==> src/rtl/wb_rr_arbiter.sv <==
// wb_rr_arbiter
// Round-robin arbiter sharing one pipelined Wishbone slave port among NM
// masters. Ownership is granted per bus cycle (CYC) and held until the owner
// drops CYC; a new owner is granted only after one idle cycle.
// Optional watchdog: define WBRR_TIMEOUT_EN to abort a cycle whose slave
// stops answering for TIMEOUT cycles.
module wb_rr_arbiter #(
   parameter int NM      = 2,
   parameter int AW      = 26,
   parameter int DW      = 32,
   parameter int TIMEOUT = 64
) (
   input  logic                   i_clk,
   input  logic                   i_reset,
   // upstream masters
   input  logic [NM-1:0]          i_cyc,
   input  logic [NM-1:0]          i_stb,
   input  logic [NM-1:0]          i_we,
   input  logic [NM*AW-1:0]       i_adr,
   input  logic [NM*DW-1:0]       i_dat,
   input  logic [NM*(DW/8)-1:0]   i_sel,
   output logic [NM-1:0]          o_stall,
   output logic [NM-1:0]          o_ack,
   output logic [NM-1:0]          o_err,
   // downstream slave
   output logic                   o_cyc,
   output logic                   o_stb,
   output logic                   o_we,
   output logic [AW-1:0]          o_adr,
   output logic [DW-1:0]          o_dat,
   output logic [DW/8-1:0]        o_sel,
   input  logic                   i_stall,
   input  logic                   i_ack,
   input  logic                   i_err
);

   localparam int GW = $clog2(NM);
   localparam int OW = $clog2(TIMEOUT) + 1;
   localparam int SW = DW / 8;

   logic          r_owned;
   logic [GW-1:0] r_grant;
   logic [GW-1:0] r_last;
   logic [OW-1:0] r_outstanding;
   logic          r_abort;

   logic          owner_cyc;
   logic          active;
   logic          resp;
   logic          timeout_hit;
   logic [31:0]   grant_ix;
   logic [GW-1:0] winner;
   logic          found;
   logic          cnt_inc;
   logic          cnt_dec;
   logic [OW-1:0] cnt_next;

   assign grant_ix  = 32'(r_grant);
   assign owner_cyc = i_cyc[r_grant];
   assign active    = r_owned && !r_abort;
   assign resp      = i_ack || i_err;

   // Round-robin search: first requester above the previous owner, else the lowest requester.
   always_comb begin
      // NOTE: every variable gets a default before any conditional write so no latch is inferred.
      winner = r_last;
      found  = 1'b0;
      for (int m = 0; m < NM; m++) begin
         if (!found && i_cyc[m] && (m > int'(r_last))) begin
            winner = GW'(m);
            found  = 1'b1;
         end
      end
      for (int m = 0; m < NM; m++) begin
         if (!found && i_cyc[m]) begin
            winner = GW'(m);
            found  = 1'b1;
         end
      end
   end

   // Next value of the outstanding-request counter; saturates instead of wrapping.
   always_comb begin
      cnt_inc  = o_stb && !i_stall && (r_outstanding != '1);
      cnt_dec  = resp && (r_outstanding != '0);
      cnt_next = r_outstanding;
      if (cnt_inc && !cnt_dec)
         cnt_next = r_outstanding + OW'(1);
      else if (cnt_dec && !cnt_inc)
         cnt_next = r_outstanding - OW'(1);
   end

   // Ownership and outstanding-count state.
   always_ff @(posedge i_clk or posedge i_reset) begin
      // NOTE: sequential state uses non-blocking assignments so every flop samples pre-edge values.
      if (i_reset) begin
         r_owned       <= 1'b0;
         r_grant       <= '0;
         r_last        <= GW'(NM - 1);
         r_outstanding <= '0;
      end else if (!r_owned) begin
         r_outstanding <= '0;
         if (|i_cyc) begin
            r_owned <= 1'b1;
            r_grant <= winner;
         end
      end else if (!owner_cyc) begin
         // Owner released (or aborted) the cycle; late responses are dropped from here on.
         r_owned       <= 1'b0;
         r_last        <= r_grant;
         r_outstanding <= '0;
      end else if (timeout_hit) begin
         r_outstanding <= '0;
      end else if (!r_abort) begin
         r_outstanding <= cnt_next;
      end
   end

`ifdef WBRR_TIMEOUT_EN
   localparam int WW = $clog2(TIMEOUT);

   logic [WW-1:0] r_wait;

   assign timeout_hit = active && owner_cyc && (r_outstanding != '0) && !resp &&
                        (r_wait == WW'(TIMEOUT - 1));

   // Watchdog: count silent cycles while requests are pending, abort the cycle on expiry.
   always_ff @(posedge i_clk or posedge i_reset) begin
      if (i_reset) begin
         r_abort <= 1'b0;
         r_wait  <= '0;
      end else begin
         if (!r_owned || !owner_cyc)
            r_abort <= 1'b0;
         else if (timeout_hit)
            r_abort <= 1'b1;

         if (active && owner_cyc && (r_outstanding != '0) && !resp &&
             (r_wait != WW'(TIMEOUT - 1)))
            r_wait <= r_wait + WW'(1);
         else
            r_wait <= '0;
      end
   end
`else
   assign r_abort     = 1'b0;
   assign timeout_hit = 1'b0;
`endif

   // Downstream mux from the owner and response steering back to it.
   always_comb begin
      o_cyc   = 1'b0;
      o_stb   = 1'b0;
      o_we    = 1'b0;
      o_adr   = '0;
      o_dat   = '0;
      o_sel   = '0;
      o_stall = '1;
      o_ack   = '0;
      o_err   = '0;
      if (active) begin
         o_cyc            = owner_cyc;
         o_stb            = i_stb[r_grant];
         o_we             = i_we[r_grant];
         o_adr            = i_adr[grant_ix*AW +: AW];
         o_dat            = i_dat[grant_ix*DW +: DW];
         o_sel            = i_sel[grant_ix*SW +: SW];
         o_stall[r_grant] = i_stall;
         o_ack[r_grant]   = i_ack;
         o_err[r_grant]   = i_err || timeout_hit;
      end
   end

endmodule

==> config.mk <==
export PLATFORM = sky130hd
export DESIGN_NAME = wb_rr_arbiter
export DESIGN_NICKNAME = d
export VERILOG_FILES = /design/src/rtl/wb_rr_arbiter.sv
export SDC_FILE = /design/constraint.sdc
export NUM_CORES = 1
export LEC_CHECK = 0
export CORE_AREA = 2 2 80 82
export CTS_CLUSTER_DIAMETER = 30
export DETAILED_ROUTE_END_ITERATION = 10
export DIE_AREA = 0 0 82 84
export HOLD_SLACK_MARGIN = 0.12
export PLACE_DENSITY = 0.88
export SETUP_SLACK_MARGIN = 0.5
export SYNTH_ARGS = -nofsm -noshare
export SYNTH_HDL_FRONTEND = slang
export SYNTH_SLANG_ARGS = --single-unit
==> constraint.sdc <==
create_clock -name i_clk -period 1.9 [get_ports i_clk]
set_clock_uncertainty 0.1 [all_clocks]
set_input_delay 0.285 -clock i_clk [delete_from_list [all_inputs] [get_ports i_clk]]
set_output_delay 0.285 -clock i_clk [all_outputs]
set_load 0.01 [all_outputs]
==> tab_implementation.tex <==
\begin{tabular}{lr}
\hline
Metric & Value \\
\hline
\multicolumn{2}{l}{\textbf{Synth}} \\
\quad Syn Area/Cell & 7.56 µm² \\
\quad Net count after synthesis & about 300 \\
\quad Synth warn & 0 \\
\quad Post-synthesis instance total & around 170 \\
\quad Yosys cell types & 19 \\
\quad Flop and latch count out of synthesis & 3 \\
\quad Area of the mapped netlist & 1250 µm² \\
\quad Part of the Yosys area used for sequential elements & 6.08\% \\
\multicolumn{2}{l}{\textbf{Timing}} \\
\quad Crit share post-route & 94.7\% \\
\quad Fin. max-slew vios & 0 \\
\quad Clock period minus final worst setup slack & between 1.5 and 2 ns \\
\quad Hold violation total from the final report & 0 \\
\quad Slew Limit Headroom & between 80\% and 90\% \\
\quad Number of failing setup endpoints in the final timing report & 0 \\
\quad Worst setup slack after layout & roughly 0.1 ns \\
\quad Worst-margin pin slew & 0.231 ns \\
\quad Peak Freq & 556 MHz \\
\quad Unrepaired setup endpoints after global routing & true \\
\multicolumn{2}{l}{\textbf{Power}} \\
\quad Power Total & 2.68 mW \\
\quad Share of total power in the clock network & 7.2\% \\
\quad Worst ir drop on vdd & between 0.6 and 0.7 mV \\
\quad Static power due to leakage & around 1.6 nW \\
\quad Internal power consumption & roughly 1.5 mW \\
\quad Proportion of power drawn by combinational gates & roughly 88\% \\
\quad Sw frac & approximately 43\% \\
\quad P\_sw & $\sim$1.2 mW \\
\quad PwrDens & roughly 840 nW/µm² \\
\quad Share of power burned in registers & under 10\% \\
\multicolumn{2}{l}{\textbf{Setup path}} \\
\quad Slack of the worst reg-to-reg path & $\sim$0.66 ns \\
\quad Crit path required time & 1.51 ns \\
\quad Kind of start point of the critical path & flop \\
\quad Path type of the worst setup path & flop to output port \\
\quad Arrival time of data at the critical path endpoint & between 1 and 1.5 ns \\
\quad Kind of end point of the critical path & output port \\
\quad Biggest fanout along the worst timing path & 12 \\
\multicolumn{2}{l}{\textbf{GRT}} \\
\quad Global-route congestion overflow total & 0 \\
\quad GR met2 Demand/Resource & a little over a third \\
\quad GR met1 Demand/Resource & around 16\% \\
\quad Grt peak-use layer & met2 \\
\quad Wire length of the first global-routing pass & approximately 9400 µm \\
\quad Met3 usage & a little over 3\% \\
\quad Antenna violations before repair & 0 \\
\quad Global routing usage summed across all routing layers & between 10\% and 20\% \\
\quad Maximum number of pins on one net before global-route repair & 31 \\
\quad Via count of the first global-routing pass & 2037 \\
\multicolumn{2}{l}{\textbf{Floorplan}} \\
\quad Ports placed on the boundary & a little over 200 \\
\quad Core area & between 6000 and 7000 µm² \\
\quad Row count & 29 \\
\quad Horizontal extent of the die & a little over 80 µm \\
\quad Effective utilization at floorplan & between 20\% and 30\% \\
\quad Die area & between 6000 and 7000 µm² \\
\quad Chip height & around 84 µm \\
\multicolumn{2}{l}{\textbf{Job}} \\
\quad Number of max-capacitance violations reported & 0 \\
\multicolumn{2}{l}{\textbf{Detailed routing}} \\
\quad DRC errors left & 0 \\
\quad Count of routing violations after the opening detailed-route iteration & 37 \\
\quad DR pass1 iterations & 4 \\
\quad Number of vias in the routed layout & a little under 2k \\
\quad Average detailed-routed wire length per instance & 14.0 µm \\
\quad Mean number of vias per cell & about 4.3 \\
\quad Count of antenna-violating nets left after detailed routing & 0 \\
\quad Total wire length after detailed routing & around 6400 µm \\
\multicolumn{2}{l}{\textbf{Finish}} \\
\quad Count of nets after finishing & 517 \\
\quad Layout Utilization & between 50\% and 60\% \\
\quad Synthesis-to-finish area growth & 154\% \\
\quad Most common cell after layout, fill and taps aside & sky130\_fd\_sc\_hd\_\_clkdlybuf4s50\_1 \\
\quad Final antenna diode count & 0 \\
\quad Fraction of final layout cells with drive strength greater than 1 & a little over a quarter \\
\quad Fill cell count & 589 \\
\quad Fin area & approximately 3200 µm² \\
\quad Commonest cells after routing, fill and taps aside & sky130\_fd\_sc\_hd\_\_clkdlybuf4s50\_1, sky130\_fd\_sc\_hd\_\_buf\_2, sky130\_fd\_sc\_hd\_\_nor2\_1 \\
\multicolumn{2}{l}{\textbf{Clocking}} \\
\quad Hold-fix buffer count after cts & 0 \\
\quad Clock latency of the later-clocked register in the worst-skew pair & roughly 0.22 ns \\
\quad Number of buffers created by CTS & 3 \\
\quad CTS sink cnt & 3 \\
\quad Max H-tree Level & 1 \\
\quad Register clock-pin slew on the reported worst setup and hold paths & around 0.03 ns \\
\quad CTS Root Cell & sky130\_fd\_sc\_hd\_\_clkbuf\_8 \\
\quad CTS tree & yes \\
\quad CTS max path bufs & 2 \\
\multicolumn{2}{l}{\textbf{Place}} \\
\quad Setup slack at placement & -0.136 ns \\
\quad Final GP Congestion & 0.735 \\
\quad Detail Placement HPWL & between 5000 and 6000 µm \\
\quad \# port buffers & roughly 210 \\
\quad Placed cell area & $\sim$3400 µm² \\
\multicolumn{2}{l}{\textbf{Worst hold path}} \\
\quad Kind of path behind the tightest hold check & primary input to async pin \\
\multicolumn{2}{l}{\textbf{Run status}} \\
\quad Run status & finished, final reports clean \\
\hline
\end{tabular}
## flip-flops by register name, indices dropped and copies added (netlist names)
register / cells
r_grant: 1
active: 1
r_last: 1
## through the flow
stage                     TNS (ns)  hold slack (ns)  instances
after floorplan                  0          -0.0621        166
after global placement       -2.41            0.367        448
after detailed placement     -3.87            0.365        448
after CTS                  -0.0172            0.131        457
after global routing             0            0.163        458
final                            0            0.127        458
## Yosys cell counts
cell / n / area share [%]
sky130_fd_sc_hd__nor2b_1: 1 / 0.50
sky130_fd_sc_hd__o21ai_1: 2 / 0.80
sky130_fd_sc_hd__inv_2: 1 / 0.30
sky130_fd_sc_hd__buf_8: 1 / 1.2
sky130_fd_sc_hd__a32o_1: 1 / 0.80
sky130_fd_sc_hd__clkbuf_1: 5 / 1.5
sky130_fd_sc_hd__dfrtp_1: 2 / 4.0
sky130_fd_sc_hd__nor2_1: 67 / 20
sky130_fd_sc_hd__mux2i_1: 65 / 52
sky130_fd_sc_hd__dfstp_2: 1 / 2.1
sky130_fd_sc_hd__nand3b_1: 1 / 0.60
sky130_fd_sc_hd__buf_12: 6 / 9.6
sky130_fd_sc_hd__and3_1: 2 / 1.0
sky130_fd_sc_hd__nand2_1: 3 / 0.90
sky130_fd_sc_hd__inv_1: 1 / 0.30
sky130_fd_sc_hd__and2_1: 2 / 1.0
sky130_fd_sc_hd__or3_1: 1 / 0.50
sky130_fd_sc_hd__a21oi_1: 1 / 0.40
sky130_fd_sc_hd__buf_6: 3 / 2.7
## final timing paths
kind / from / end / cells after the start
min reg2reg: r_last / r_last / 2
max reg2reg: r_grant / active / 4
min: i_reset / active / 2
max in group asynchronous: i_reset / r_last / 2
max: r_grant / o_sel[2] / 5
min in group i_clk: r_last / r_last / 2
## what timing repair did
action                                  in CTS  in global routing
resized for setup                          287                 10
setup buffers                                5                  1
pin swaps                                    2                  3
endpoints found under the setup margin      71                 71
## power groups by stage
stage | combinational, mW | clock (mW) | sequential (mW)
finish | 2.35 | 0.192 | 0.132
global route | 2.53 | 0.198 | 0.135
CTS | 2.34 | 0.196 | 0.133
detailed placement | 2.60 | 0 | 0.127
global placement | 2.55 | 0 | 0.123
floorplan | 1.47 | 0 | 0.110
## worst max-delay path, stage by stage, from the launching register on
cell                      delay [ns]
sky130_fd_sc_hd__dfrtp_4        0.50
sky130_fd_sc_hd__buf_12         0.17
sky130_fd_sc_hd__buf_4          0.14
sky130_fd_sc_hd__mux2i_1        0.10
sky130_fd_sc_hd__nor2_1         0.13
sky130_fd_sc_hd__buf_2          0.15
## cell families after synthesis
logic type / share of synthesized area [%]
buf+inv: 15.6
flops: 6.08
simple gates: 24.5
mux: 51.8
compound gates: 1.99
## per-layer routing
layer  wire (µm)  up-vias
met2        3550      107
met5           0        -
met3         679        8
li1            -      991
met4          81        0
met1        2090      881
## cell type report
type	count	area [µm²]	share of cell area (%)
Clock buffer	4	45.0	1.42
Inverter	2	7.51	0.236
Multi-Input combinational cell	146	1010	31.8
Sequential cell	3	80.1	2.52
Tap cell	77	96.3	3.03
Timing Repair Buffer	226	1940	61.0
No activity file was read; power rests on OpenSTA's default activity.
